--- src/rtl/jk_counter_pkg.sv ---
// Shared definitions for the JK-flip-flop counter library: direction encoding
// and the modulus/width legality helper used at elaboration.
package jk_counter_pkg;

  localparam logic DIR_UP   = 1'b1;
  localparam logic DIR_DOWN = 1'b0;

  // Number of bits needed to hold every count value 0..m-1 (minimum 1).
  function automatic int unsigned clog2_mod(input longint unsigned m);
    int unsigned     n;
    longint unsigned v;
    n = 0;
    v = (m == 0) ? 64'd0 : m - 64'd1;
    while (v != 0) begin
      n++;
      v = v >> 1;
    end
    if (n == 0) n = 1;
    return n;
  endfunction

endpackage

--- src/rtl/jk_ff.sv ---
// Single JK flip-flop with synchronous active-low reset to 0.
module jk_ff (
  input  logic clk,
  input  logic rst_n,
  input  logic j,
  input  logic k,
  output logic q
);

  logic q_d;
  logic q_q;

  // Characteristic equation: set on J, clear on K, toggle on both.
  always_comb begin
    q_d = (j & ~q_q) | (~k & q_q);
  end

  // State register with synchronous reset.
  always_ff @(posedge clk) begin
    if (!rst_n) q_q <= 1'b0;
    else        q_q <= q_d;
  end

  assign q = q_q;

endmodule

--- src/rtl/jk_updown_counter_n.sv ---
// Parametrised mod-N up/down counter built from discrete JK flip-flops.
// Optional build macro JK_COUNTER_SATURATE_EN: hold at the end of range
// instead of wrapping (wrap then never pulses; tc still asserts).
module jk_updown_counter_n
  import jk_counter_pkg::*;
#(
  parameter int unsigned     WIDTH   = 8,
  parameter longint unsigned MODULUS = 64'd1 << WIDTH
) (
  input  logic             clk,
  input  logic             rst_n,
  input  logic             en,
  input  logic             ud,
  input  logic             load,
  input  logic [WIDTH-1:0] load_val,
  output logic [WIDTH-1:0] q,
  output logic [WIDTH-1:0] j,
  output logic [WIDTH-1:0] k,
  output logic             tc,
  output logic             wrap
);

  if (WIDTH < 1 || MODULUS < 2 || clog2_mod(MODULUS) > WIDTH) begin : g_bad_params
    $error("jk_updown_counter_n: need WIDTH>=1 and 2 <= MODULUS <= 2**WIDTH");
  end

  localparam logic [WIDTH-1:0] MAX = WIDTH'(MODULUS - 64'd1);
  localparam logic [WIDTH-1:0] ONE = WIDTH'(1);

  logic [WIDTH-1:0] next_val;
  logic [WIDTH-1:0] toggle;
  logic             at_max;
  logic             at_zero;
  logic             out_of_range;
  logic             wrap_d;
  logic             wrap_q;

  // Next-count selection (load > en > hold); the flops only ever see the
  // resulting toggle mask through J/K, never the value itself.
  always_comb begin
    at_max       = (q == MAX);
    at_zero      = (q == '0);
    out_of_range = (q > MAX);
    next_val     = q;
    wrap_d       = 1'b0;
    if (load) begin
      next_val = (load_val > MAX) ? MAX : load_val;
    end else if (en) begin
      if (out_of_range) begin
        next_val = '0;
      end else if (ud == DIR_UP) begin
        if (at_max) begin
`ifdef JK_COUNTER_SATURATE_EN
          next_val = MAX;
`else
          next_val = '0;
          wrap_d   = 1'b1;
`endif
        end else begin
          next_val = q + ONE;
        end
      end else begin
        if (at_zero) begin
`ifdef JK_COUNTER_SATURATE_EN
          next_val = '0;
`else
          next_val = MAX;
          wrap_d   = 1'b1;
`endif
        end else begin
          next_val = q - ONE;
        end
      end
    end
    toggle = q ^ next_val;
    tc     = en & ~load & ((ud & at_max) | (~ud & at_zero));
  end

  assign j = toggle;
  assign k = toggle;

  for (genvar i = 0; i < WIDTH; i++) begin : g_bit
    jk_ff u_ff (
      .clk   (clk),
      .rst_n (rst_n),
      .j     (j[i]),
      .k     (k[i]),
      .q     (q[i])
    );
  end

  // Rollover flag, one cycle wide, aligned with the wrapped count.
  always_ff @(posedge clk) begin
    if (!rst_n) wrap_q <= 1'b0;
    else        wrap_q <= wrap_d;
  end

  assign wrap = wrap_q;

endmodule

--- config.mk ---
export PLATFORM = sky130hd
export DESIGN_NAME = jk_updown_counter_n
export DESIGN_NICKNAME = d
export VERILOG_FILES = /design/src/rtl/jk_counter_pkg.sv /design/src/rtl/jk_ff.sv /design/src/rtl/jk_updown_counter_n.sv
export SDC_FILE = /design/constraint.sdc
export NUM_CORES = 1
export LEC_CHECK = 0
export BUFFER_PORTS_ARGS = -buffer_cell sky130_fd_sc_hd__buf_2
export CAP_MARGIN = 25
export CORE_ASPECT_RATIO = 1.25
export CORE_UTILIZATION = 54
export CTS_CLUSTER_SIZE = 25
export DETAILED_ROUTE_END_ITERATION = 10
export HOLD_SLACK_MARGIN = 0.02
export PLACE_DENSITY = 0.94
export SLEW_MARGIN = 20
export SYNTH_ARGS = -nofsm -noshare
export SYNTH_HDL_FRONTEND = slang
export SYNTH_SLANG_ARGS = --single-unit
--- constraint.sdc ---
create_clock -name clk -period 4.3 [get_ports clk]
set_clock_uncertainty 0.05 [all_clocks]
set_input_delay 0.86 -clock clk [delete_from_list [all_inputs] [get_ports clk]]
set_output_delay 0.86 -clock clk [all_outputs]
set_load 0.03 [all_outputs]
After elaboration in Yosys (flattened, before gate mapping)
Cells that the tools add are included.
Storage, ports and cells
  register bits: 9
Operators by class
  multiplexer cells: 10
  reductions and logical operators: 2
  $lt $le $gt $ge: 2
  add/subtract/negate cells: 2
  bitwise gates (word level): 50
  eq/ne operators: 1
Operator list (count)
  8-bit 2-to-1 mux: 7
  1-bit AND: 20
  1-bit inverter: 20
  8-bit greater-than comparator (second input constant): 2
  1-bit bitwise OR: 9
  8-bit by 1-bit adder with 8-bit output (second input constant): 1
  8-bit == test (second input constant): 1
  8-bit logical NOT: 1
  8-bit by 1-bit subtractor with 8-bit output (second input constant): 1
  8-bit bitwise XOR: 1
  4-bit OR reduction: 1
  1-bit 2-to-1 mux: 3

Logic depth before layout (Yosys ltp)
Gate-level depths: netlist of the first run.
  word-level depth: 10
  gate-level depth with buffers: 8
  gate-level depth less buffers: 7

Cells and area by module
From an unflattened synthesis of the first run, not the netlist that was laid out.
Unflattened totals
  cell total of the unflattened synthesis: 133
  area, all modules: 1123.6 sq um
Modules (own cells, without submodules)
  jk_updown_counter_n: cells each 101, instances 1, area each 713.2 sq um, seq. area each 20.0 sq um
  jk_ff: cells each 4, instances 8, area each 51.3 sq um, seq. area each 20.0 sq um

Worst setup path before layout of the first run
No wires, ideal clock.
  kind: input-to-output
  start: in ud
  end: out j[5]
  buffers on the path: 2
  arrival: 2.258 ns
  slack: 1.132 ns
  cell stages on the path: 7
  cell sequence: buf_2 > inv_1 > nor4_1 > a221oi_1 > o311a_2 > a21oi_1 > buf_4
Between the ends
  word-level cells in the longest chain between the ends: 5
Ends and longest elaborated chain
  start, declared: line jk_updown_counter_n.sv:13  | input logic ud,
  8-bit 2-to-1 mux: line jk_updown_counter_n.sv:51  | end else if (ud == DIR_UP) begin
  8-bit 2-to-1 mux: line jk_updown_counter_n.sv:49  | if (out_of_range) begin
  8-bit 2-to-1 mux: line jk_updown_counter_n.sv:48  | end else if (en) begin
  8-bit 2-to-1 mux: line jk_updown_counter_n.sv:46  | if (load) begin
  8-bit bitwise XOR: line jk_updown_counter_n.sv:75  | toggle = q ^ next_val;
  end, declared: line jk_updown_counter_n.sv:17  | output logic [WIDTH-1:0] j,
Every way passes these cells.

Worst setup path in the final report of the first run
Same ends and word-level chain as after synthesis.

==> results of run 1 <==
-- cells in the mapped netlist (all sizes together) --
master / instances / area [µm²]
or4: 1 / 11.3
o311ai: 1 / 8.76
and3b: 1 / 8.76
a221oi: 2 / 17.5
nand4: 2 / 12.5
a22oi: 2 / 15.0
o21ai: 9 / 45.0
nor3b: 2 / 15.0
nand2b: 7 / 43.8
nor4: 3 / 33.8
o2111a: 1 / 11.3
and3: 2 / 12.5
clkbuf: 4 / 15.0
or3: 2 / 12.5
nor2b: 1 / 6.26
nor3: 2 / 10.0
a31oi: 2 / 12.5
a211oi: 2 / 15.0
o31ai: 1 / 7.51
ha: 3 / 37.5
mux2i: 1 / 10.0
o31a: 1 / 8.76
o211a: 2 / 20.0
nand2: 9 / 33.8
a311o: 1 / 10.0
a2bb2oi: 2 / 17.5
xnor2: 4 / 35.0
nor2: 9 / 33.8
and2: 1 / 6.26
a311oi: 2 / 17.5
or3b: 1 / 8.76
o211ai: 2 / 15.0
o311a: 3 / 31.3
o21bai: 1 / 7.51
buf: 29 / 211
dfxtp: 9 / 180
nand3: 5 / 25.0
o221a: 2 / 22.5
o22a: 1 / 8.76
a21oi: 18 / 90.1
a32oi: 1 / 8.76
inv: 9 / 33.8
-- critical path, stage by stage --
cell,delay (ns)
buf_2,0.26
inv_1,0.16
nor4_1,0.55
a221oi_1,0.13
o311a_2,0.36
a21oi_1,0.14
buf_2,0.22
-- state kept, by name (all words and copies together) (netlist names) --
register and cells:
g_bit.u_ff.q 8, wrap 1
-- path summary, 6_finish.rpt --
check	endpoint	slack (ns)	cells past startpoint
setup / recovery	j[5]	0.70	7
hold / removal	g_bit[7].u_ff.q	0.60	2
setup reg to reg	g_bit[2].u_ff.q	2.12	7
hold reg to reg	g_bit[7].u_ff.q	0.60	2
-- routing by layer --
layer | track usage | vias to the layer above | part of all wire
li1 | - | 593 | -
met4 | 0.202 | 0 | 0.027
met5 | 0 | - | 0
met3 | 0.0429 | 11 | 0.083
met1 | 0.321 | 587 | 0.41
met2 | 0.458 | 84 | 0.48
-- final cells by class --
cell class,count,area [µm²]
Clock buffer,4,26.3
Fill cell,182,825
Inverter,9,33.8
Multi-Input combinational cell,112,747
Sequential cell,9,180
Tap cell,20,25.0
Timing Repair Buffer,38,190
-- stage by stage --
stage / cells / cell area, µm² / utilization
after CTS: 192 / 1200 / 0.593
after floorplan: 163 / 1190 / -
after detailed placement: 188 / 1180 / 0.580
after global placement: 188 / 1180 / 0.580
final: 192 / 1200 / 0.593
after global routing: 192 / 1200 / 0.593
-- power breakdown --
part	leakage, nW	internal, mW	total [mW]	switching, mW
Combinational	0.448	0.0644	0.187	0.123
Sequential	0.0747	0.0897	0.108	0.0179
Clock	0.0150	0.0360	0.0732	0.0372
Total	0.538	0.190	0.368	0.178
-- cell families (layout without fill, tap and decap cells) --
logic type | Yosys count | count (layout)
AO/OA/AOI/OAI | 56 | 56
XOR/XNOR | 4 | 4
adder cells (fa/ha/maj) | 3 | 3
buffers and inverters | 42 | 51
flip-flops | 9 | 9
multiplexers | 1 | 1
AND/OR/NAND/NOR | 48 | 48
==> impl_metrics.sql, run 1 <==
INSERT INTO impl_metrics (metric_group, metric, value, unit) VALUES
('run_status', 'run_status', 'finished clean', ''),
('power_and_ir_drop', 'leakagePower', '0.538', 'nW'),
('routing', 'drt_iter0_drc', '82', ''),
('grt', 'grt_first_pass_wirelength', '4850', 'µm'),
('floorplan', 'core.rowCount', '18', ''),
('yosys', 'ys_types', '46', ''),
('cts', 'tritoncts.num_buffers', '3', ''),
('timing', 'hold_slack_final', '0.599', 'ns'),
('critical_path', 'setup.worst_path.start_class', 'input port', ''),
('cts', 'worst_setup_hold_path_clk_slew', '0.06', 'ns'),
('routing', 'drt-vias-per-instance', '6.64', ''),
('floorplan', 'dieArea', '0.00239', 'mm²'),
('routing', 'wire_per_inst', '15.3', 'µm'),
('cts', 'maximum_buffer_depth_of_the_clock_tree', '2', ''),
('cells_and_area', 'final_nets', '189', ''),
('timing', 'rsz0062_at_grt', 'false', ''),
('yosys', 'syn_area_per_cell', '7.28', 'µm²'),
('floorplan', 'initial_utilization', '0.586', ''),
('routing', 'drt_wl_total', '2950', 'µm'),
('cts', 'total_number_of_clock_tree_sinks', '9', ''),
('floorplan', 'boundaryPins', '39', ''),
('critical_path', 'cp-end-kind', 'primary output', ''),
('grt', 'grt_usage', '0.276', ''),
('yosys', 'syn_inst', '163', ''),
('cells_and_area', 'insertedDiodeCount', '0', ''),
('yosys', 'synth_compound_gate_area_share', '0.329', ''),
('yosys', 'synth-simple-area-share', '0.231', ''),
('cells_and_area', 'final_cell_mix', 'buf_2 (38), a21oi_1 (18)', ''),
('power_and_ir_drop', 'total_power', '0.368', 'mW'),
('cells_and_area', 'areaGrowthSynthToFinish', '1.26', '%'),
('timing', 'finalWorstSetupSlack', '0.703', 'ns'),
('hold_path', 'timing.hold.worst.class', 'reg2reg', ''),
('routing', 'total_iterations_of_the_first_detailed_routing_run', '7', ''),
('critical_path', 'critical_path_arrival', '2.69', 'ns'),
('cts', 'post-cts-setup-buffer-count', '0', ''),
('yosys', 'synth_top_family_by_area', 'compound AO/OA/AOI/OAI gates', ''),
('timing', 'max_slew.worst_pin.slew', '0.569', 'ns'),
('timing', 'min_period_over_period', '0.837', ''),
('power_and_ir_drop', 'max-vdd-ir-drop', '0.000204', 'V'),
('flow_run', 'cap_viol_max_count', '0', ''),
('cells_and_area', 'layout_commonest_cell', 'buf_2', ''),
('routing', 'ant_nets_after_route', '0', ''),
('placed_design', 'detailedPlace.worstSlack', '0.754', 'ns'),
('floorplan', 'die_width', '43.9', 'µm'),
('critical_path', 'worstPathRequired', '3.39', 'ns'),
('power_and_ir_drop', 'power_density', '306', 'mW/mm²'),
('floorplan', 'fp.dieH', '54.4', 'µm'),
('grt', 'grt_max_degree', '24', ''),
('cts', 'cts_root_buf', 'clkbuf_4', ''),
('yosys', 'synth_xor_xnor_area_share', '0.0295', ''),
('yosys', 'seq_area_frac_synth', '0.152', ''),
('timing', 'fin_setup_tns', '0', 'ns'),
('critical_path', 'critPathLaunch', 'ud', ''),
('timing', 'max_clock_freq', '278', 'MHz'),
('yosys', 'synth_fa_ha_area_frac', '0.0316', ''),
('yosys', 'muxShareOfSynthArea', '0.00843', ''),
('placed_design', 'gpl.final_weighted_congestion', '0.915', ''),
('yosys', 'synthesis.area', '0.00119', 'mm²'),
('grt', 'vias_in_the_first_global_route', '1118', ''),
('timing', 'timing.final.setup_violations', '0', ''),
('cts', 'cts_hold_buf', '0', ''),
('hold_path', 'worst_hold_startpoint', 'g_bit[7].u_ff.q', ''),
('timing', 'slew_headroom', '0.617', ''),
('cts', 'insertion_delay', '0.28', 'ns'),
('yosys', 'synth_warnings', '0', ''),
('cells_and_area', 'drive_above_1_share', '0.273', ''),
('floorplan', 'floorplan.core_area', '0.00203', 'mm²'),
('routing', 'number_of_remaining_drc_errors', '0', ''),
('cts', 'cts_tree', 'yes', ''),
('yosys', 'synth-seq-cells', '9', ''),
('routing', 'num_vias', '1275', ''),
('critical_path', 'reg2reg_from', 'g_bit[0].u_ff.q', ''),
('timing', 'min_period', '3.60', 'ns'),
('timing', 'hold_violations', '0', ''),
('grt', 'antenna_found_initial', '0', ''),
('timing', 'report.final.slew_viol_count', '0', ''),
('placed_design', 'detailedPlacementHpwl', '2100', 'µm'),
('yosys', 'synth_fp_nets', '179', ''),
('cts', 'post_cts_resize_count', '0', ''),
('grt', 'total_congestion_overflow', '0', ''),
('critical_path', 'worst-path-max-fanout', '16', ''),
('cts', 'cts_htree_levels', '1', ''),
('placed_design', 'buffer_ports.inserted', '38', ''),
('critical_path', 'timing.setup.critical_path_class', 'in2out', '');
(Power assumes the default switching activity.)
==> inputs of run 2 (changes only) <==
- ABC_AREA: default -> 1
- CORE_UTILIZATION: 54 -> 51
- PLACE_DENSITY: 0.94 -> 0.9
- clock period: 4.3 -> 3.5 ns (I/O delays scaled with it)
==> impl_metrics.sql, run 2 <==
INSERT INTO impl_metrics (metric_group, metric, value, unit) VALUES
('run_status', 'run_status', 'finished clean', ''),
('timing', 'max_clock_freq', '355', 'MHz'),
('routing', 'drt_iter0_drc', '33', ''),
('critical_path', 'path_cells', 'ha_1, inv_1, nor2_2, nand4_2, nand2_1, inv_2, nand3_2, nand2_1, o21ai_2, nand2_1, nand2_1, buf_2', ''),
('grt', 'antenna_found_initial', '0', ''),
('yosys', 'yosysMostFrequentCell', 'nand2_1', ''),
('yosys', 'synth_warnings', '0', ''),
('grt', 'vias_in_the_first_global_route', '997', ''),
('routing', 'total_iterations_of_the_first_detailed_routing_run', '4', ''),
('yosys', 'post_synth_main_area_contributors', 'buf_4 (16%), dfxtp_1 (15%), nand2_1 (15%)', ''),
('critical_path', 'reg2reg_from', 'g_bit[1].u_ff.q', ''),
('cts', 'cts_tree', 'yes', ''),
('yosys', 'muxShareOfSynthArea', '0', ''),
('hold_path', 'timing.hold.worst.class', 'in2reg', ''),
('routing', 'met3WireLength', '169', 'µm'),
('cells_and_area', 'n_fill_cell', '233', ''),
('floorplan', 'boundaryPins', '39', ''),
('cells_and_area', 'fin_util', '0.556', ''),
('cts', 'total_number_of_clock_tree_sinks', '9', ''),
('routing', 'met2RoutedLength', '1240', 'µm'),
('routing', 'drt_wl_total', '2590', 'µm'),
('routing', 'drt-vias-per-instance', '5.00', ''),
('critical_path', 'worst-path-max-fanout', '7', ''),
('cells_and_area', 'drive_above_1_share', '0.324', ''),
('cts', 'cts_hold_buf', '0', ''),
('timing', 'min_period', '2.82', 'ns'),
('routing', 'wire_per_inst', '11.0', 'µm'),
('timing', 'report.final.slew_viol_count', '0', ''),
('cts', 'worst_setup_hold_path_clk_slew', '0.07', 'ns'),
('yosys', 'synth_fa_ha_area_frac', '0.0312', ''),
('flow_run', 'cap_viol_max_count', '0', ''),
('yosys', 'portion_of_synthesized_cell_area_occupied_by_the_leading_cell_type', '0.156', ''),
('critical_path', 'timing.setup.critical_path_class', 'reg2out', ''),
('critical_path', 'critical_path_arrival', '2.07', 'ns'),
('yosys', 'synth-simple-area-share', '0.422', ''),
('cells_and_area', 'layout_commonest_cell', 'nand2_1', ''),
('cells_and_area', 'insertedDiodeCount', '0', ''),
('critical_path', 'worstPathRequired', '2.75', 'ns'),
('cts', 'maximum_buffer_depth_of_the_clock_tree', '2', ''),
('routing', 'number_of_remaining_drc_errors', '0', ''),
('floorplan', 'fp.dieH', '56.3', 'µm'),
('grt', 'grt_first_pass_wirelength', '4240', 'µm'),
('power_and_ir_drop', 'total_power', '0.452', 'mW'),
('yosys', 'synth_fp_nets', '208', ''),
('routing', 'num_vias', '1174', ''),
('yosys', 'seq_area_frac_synth', '0.150', ''),
('timing', 'slew_headroom', '0.693', ''),
('cells_and_area', 'final_nets', '221', ''),
('cts', 'insertion_delay', '0.27', 'ns'),
('yosys', 'syn_inst', '192', ''),
('power_and_ir_drop', 'power_density', '368', 'mW/mm²'),
('critical_path', 'cpPeakStageDelay', '0.46', 'ns'),
('timing', 'timing.final.setup_violations', '0', ''),
('cts', 'cts_root_buf', 'clkbuf_4', ''),
('timing', 'rsz0062_at_grt', 'false', ''),
('yosys', 'syn_area_per_cell', '6.28', 'µm²'),
('critical_path', 'reg2reg_slack', '1.81', 'ns'),
('critical_path', 'cp.depth', '12', ''),
('cts', 'post-cts-setup-buffer-count', '0', ''),
('routing', 'wl_met1', '1110', 'µm'),
('grt', 'total_congestion_overflow', '0', ''),
('yosys', 'synth_xor_xnor_area_share', '0.0436', ''),
('cells_and_area', 'largest_register_ff_count', '8', ''),
('power_and_ir_drop', 'max-vdd-ir-drop', '0.000165', 'V'),
('hold_path', 'min_to', 'wrap', ''),
('yosys', 'synth_compound_gate_area_share', '0.103', ''),
('yosys', 'synthesis.area', '0.00120', 'mm²'),
('placed_design', 'detailedPlacementHpwl', '1980', 'µm'),
('cts', 'tritoncts.num_buffers', '3', ''),
('yosys', 'async_flop_share', '0', ''),
('critical_path', 'cp-end-kind', 'primary output', ''),
('cells_and_area', 'areaGrowthSynthToFinish', '1.97', '%'),
('critical_path', 'path_common_cell', 'nand2_1', ''),
('timing', 'fin_setup_tns', '0', 'ns'),
('critical_path', 'r2r_end', 'g_bit[5].u_ff.q', ''),
('cells_and_area', 'final_cell_mix', 'nand2_1 (47), buf_2 (38), nand3_1 (20)', ''),
('critical_path', 'cpMaxStageDelayCell', 'dfxtp_1', ''),
('grt', 'grt_usage', '0.227', ''),
('cts', 'post_cts_resize_count', '0', ''),
('floorplan', 'dieArea', '0.00256', 'mm²'),
('yosys', 'yosys-top-cells-count', 'nand2_1 (47), buf_4 (25), nand3_1 (20)', ''),
('cts', 'cts_htree_levels', '1', ''),
('routing', 'maxUsedRoutingLayer', 'met4', ''),
('critical_path', 'r2r.worst_path.cells', '10', ''),
('power_and_ir_drop', 'leakagePower', '0.651', 'nW'),
('placed_design', 'buffer_ports.inserted', '38', ''),
('timing', 'min_period_over_period', '0.805', ''),
('timing', 'max_slew.worst_pin.slew', '0.460', 'ns'),
('floorplan', 'die_width', '45.5', 'µm'),
('critical_path', 'cp_num_buf_inv', '3', ''),
('yosys', 'synth-seq-cells', '9', ''),
('routing', 'ant_nets_after_route', '0', ''),
('critical_path', 'setup.worst_path.start_class', 'flip-flop', ''),
('critical_path', 'critical-path-top-delay-family', 'simple AND/OR/NAND/NOR gates', ''),
('hold_path', 'number_of_stages_on_the_worst_hold_path', '2', ''),
('yosys', 'ys_types', '30', ''),
('yosys', 'synth.largest_area_cell', 'buf_4', ''),
('yosys', 'number_of_enable_type_register_cells_in_the_synthesized_netlist', '0', ''),
('timing', 'hold_violations', '0', ''),
('placed_design', 'gpl.final_weighted_congestion', '0.929', ''),
('hold_path', 'worst_hold_startpoint', 'rst_n', ''),
('grt', 'grt_max_degree', '13', ''),
('floorplan', 'floorplan.core_area', '0.00221', 'mm²'),
('floorplan', 'core.rowCount', '19', ''),
('yosys', 'synth_top_family_by_area', 'simple AND/OR/NAND/NOR gates', ''),
('yosys', 'synth_top_flop_cell', 'dfxtp_1', ''),
('floorplan', 'initial_utilization', '0.545', '');
run 2: cell types whose count changed after synthesis, sizes merged, moves of 3 or more:
cell and delta:
nand2b -7, nand3 +17, nor4 -3, inv +10, nor2 +15, clkbuf -4, a21oi -11, nand2 +41
xor2 +4, o311a -3, or2 +5
run 2: area by class of cell:
| type | count | area, µm² | share of cell area |
|---|---|---|---|
| multi-input cells | 134 | 722 | 0.588 |
| repair buffers | 38 | 190 | 0.155 |
| flip-flops and latches | 9 | 180 | 0.147 |
| inverters | 19 | 71.3 | 0.0580 |
| well taps | 31 | 38.8 | 0.0316 |
| clock buffers | 4 | 26.3 | 0.0214 |
run 2: kinds of logic (layout without fill, tap and decap cells):
group | after synthesis | after routing
AO/OA/AOI/OAI | 19 | 19
AND/OR/NAND/NOR | 106 | 106
flip-flops | 9 | 9
adder cells (fa/ha/maj) | 3 | 3
buffers and inverters | 49 | 61
XOR/XNOR | 6 | 6
run 2: power breakdown:
group / total [mW] / switching [mW] / internal (mW)
Sequential: 0.130 / 0.0201 / 0.110
Combinational: 0.237 / 0.163 / 0.0739
Clock: 0.0849 / 0.0408 / 0.0441
Total: 0.452 / 0.224 / 0.228
run 2: per-stage QoR:
| step | cell area (µm²) | instances | setup slack (ns) | hold slack (ns) |
|---|---|---|---|---|
| floorplan | 1200 | 192 | 1.08 | 0.637 |
| detailed placement | 1200 | 231 | 0.930 | 0.715 |
| global route | 1230 | 235 | 0.458 | 0.633 |
| finish | 1230 | 235 | 0.682 | 0.617 |
| global placement | 1200 | 231 | 0.956 | 0.711 |
| CTS | 1230 | 235 | 0.695 | 0.615 |
run 2: per-layer routing:
metal  vias up  track usage
met1       502        0.288
met4         0        0.121
li1        610            -
met2        51        0.357
met3        11       0.0289
met5         -            0
run 2: worst max-delay path by stage:
stage                    start   end  slack [ns]
2_1_floorplan             load  j[2]        1.08
3_3_place_gp                ud  j[3]        0.96
3_5_place_dp              load  j[2]        0.93
4_1_cts        g_bit[1].u_ff.q  k[5]        0.70
5_1_grt        g_bit[1].u_ff.q  j[5]        0.46
6_report       g_bit[1].u_ff.q  k[3]        0.68
==> inputs of run 3 (changes only) <==
- clock period: 3.5 -> 2.8 ns (I/O delays scaled with it)
==> impl_metrics.sql, run 3 (synthesis results as in run 2) <==
INSERT INTO impl_metrics (metric_group, metric, value, unit) VALUES
('run_status', 'run_status', 'finished clean', ''),
('critical_path', 'cpPeakStageDelay', '0.33', 'ns'),
('hold_path', 'timing.hold.worst.class', 'in2reg', ''),
('routing', 'ant_nets_after_route', '0', ''),
('critical_path', 'critical_path_arrival', '2.02', 'ns'),
('placed_design', 'buffer_ports.inserted', '38', ''),
('cts', 'cts_htree_levels', '1', ''),
('grt', 'grt_first_pass_wirelength', '4330', 'µm'),
('placed_design', 'detailedPlacementHpwl', '1950', 'µm'),
('grt', 'vias_in_the_first_global_route', '1037', ''),
('power_and_ir_drop', 'max-vdd-ir-drop', '0.000245', 'V'),
('cts', 'cts_root_buf', 'clkbuf_4', ''),
('floorplan', 'floorplan.core_area', '0.00221', 'mm²'),
('cells_and_area', 'drive_above_1_share', '0.328', ''),
('routing', 'num_vias', '1219', ''),
('routing', 'drt-vias-per-instance', '5.19', ''),
('critical_path', 'worstPathRequired', '2.19', 'ns'),
('critical_path', 'timing.setup.critical_path_class', 'reg2out', ''),
('floorplan', 'die_width', '45.5', 'µm'),
('routing', 'number_of_remaining_drc_errors', '0', ''),
('floorplan', 'initial_utilization', '0.545', ''),
('timing', 'timing.final.setup_violations', '0', ''),
('floorplan', 'boundaryPins', '39', ''),
('floorplan', 'dieArea', '0.00256', 'mm²'),
('critical_path', 'worst-path-max-fanout', '7', ''),
('cells_and_area', 'final_nets', '221', ''),
('grt', 'antenna_found_initial', '0', ''),
('power_and_ir_drop', 'power_density', '462', 'mW/mm²'),
('grt', 'grt_usage', '0.231', ''),
('timing', 'rsz0062_at_grt', 'false', ''),
('timing', 'hold_violations', '0', ''),
('timing', 'slew_headroom', '0.700', ''),
('placed_design', 'gpl.final_weighted_congestion', '0.903', ''),
('cts', 'total_number_of_clock_tree_sinks', '9', ''),
('cts', 'worst_setup_hold_path_clk_slew', '0.07', 'ns'),
('cells_and_area', 'largest_register_ff_count', '8', ''),
('critical_path', 'path_cells', 'inv_1, ha_1, nand3_2, nor2_4, nor2_4, nand2_1, nand3_1, nand2_1, nand2_2, xnor2_1, buf_2', ''),
('timing', 'fin_setup_tns', '0', 'ns'),
('cts', 'maximum_buffer_depth_of_the_clock_tree', '2', ''),
('cts', 'insertion_delay', '0.27', 'ns'),
('critical_path', 'cp-end-kind', 'primary output', ''),
('cells_and_area', 'layout_commonest_cell', 'nand2_1', ''),
('timing', 'min_period', '2.63', 'ns'),
('floorplan', 'core.rowCount', '19', ''),
('floorplan', 'fp.dieH', '56.3', 'µm'),
('cts', 'tritoncts.num_buffers', '3', ''),
('timing', 'max_slew.worst_pin.slew', '0.449', 'ns'),
('routing', 'drt_wl_total', '2630', 'µm'),
('timing', 'min_period_over_period', '0.940', ''),
('cts', 'cts_tree', 'yes', ''),
('power_and_ir_drop', 'leakagePower', '0.651', 'nW'),
('cells_and_area', 'areaGrowthSynthToFinish', '2.08', '%'),
('placed_design', 'postPlaceCellArea', '0.00120', 'mm²'),
('cts', 'post_cts_resize_count', '0', ''),
('routing', 'total_iterations_of_the_first_detailed_routing_run', '4', ''),
('cells_and_area', 'insertedDiodeCount', '0', ''),
('critical_path', 'cpMaxStageDelayCell', 'dfxtp_1', ''),
('critical_path', 'setup.worst_path.start_class', 'flip-flop', ''),
('cts', 'post-cts-setup-buffer-count', '0', ''),
('cts', 'cts_hold_buf', '0', ''),
('grt', 'total_congestion_overflow', '0', ''),
('timing', 'report.final.slew_viol_count', '0', ''),
('flow_run', 'cap_viol_max_count', '0', ''),
('grt', 'grt_max_degree', '13', ''),
('cells_and_area', 'final_cell_mix', 'nand2_1 (47), buf_2 (38), nand3_1 (20)', ''),
('routing', 'drt_iter0_drc', '53', ''),
('timing', 'max_clock_freq', '380', 'MHz'),
('cells_and_area', 'final_cell_area', '0.00123', 'mm²'),
('routing', 'wire_per_inst', '11.2', 'µm');
run 3: cell counts in the layout (fill, tap and decap cells not counted):
Identical to the previous run, type by type.
run 3: layer usage:
layer	part of all wire	vias to the layer above	global-route usage
li1	-	609	-
met1	0.40	528	0.264
met2	0.48	65	0.373
met3	0.075	17	0.0257
met4	0.043	0	0.169
met5	0	-	0
run 3: worst paths after layout:
kind / slack, ns / cells past startpoint / startpoint / end
worst max register to register: 1.19 / 10 / g_bit[0].u_ff.q / g_bit[7].u_ff.q
worst min register to register: 0.69 / 4 / g_bit[1].u_ff.q / g_bit[1].u_ff.q
worst max-delay path: 0.17 / 11 / g_bit[0].u_ff.q / j[2]
worst min-delay path: 0.48 / 2 / rst_n / wrap
run 3: area by class of cell:
cell class | count | area [µm²]
Tap cell | 31 | 38.8
Inverter | 19 | 71.3
Fill cell | 242 | 981
Clock buffer | 4 | 26.3
Multi-Input combinational cell | 134 | 722
Sequential cell | 9 | 181
Timing Repair Buffer | 38 | 190
run 3: through the flow:
step | worst slack (ns) | hold slack [ns] | utilization | cells | total power, mW
2_1_floorplan | 0.658 | 0.637 | - | 192 | 0.457
3_3_place_gp | 0.450 | 0.693 | 0.544 | 231 | 0.455
3_5_place_dp | 0.442 | 0.698 | 0.544 | 231 | 0.460
4_1_cts | 0.155 | 0.481 | 0.556 | 235 | 0.568
5_1_grt | 0.0287 | 0.486 | 0.556 | 235 | 0.601
6_report | 0.168 | 0.485 | 0.556 | 235 | 0.568
run 3: report_power, final:
group | internal [mW] | switching [mW] | total, mW
clock | 0.0553 | 0.0542 | 0.110
combinational | 0.0922 | 0.205 | 0.298
sequential | 0.138 | 0.0233 | 0.161
total | 0.285 | 0.283 | 0.568
run 3: worst max-delay path, delay by kind of cell (launching register included):
family,cells,cell delay (ns)
and+or+nand+nor,7,0.60
buffers and inverters,2,0.44
DFF,1,0.33
adders and majority gates,1,0.22
xor gates and xnor gates,1,0.15
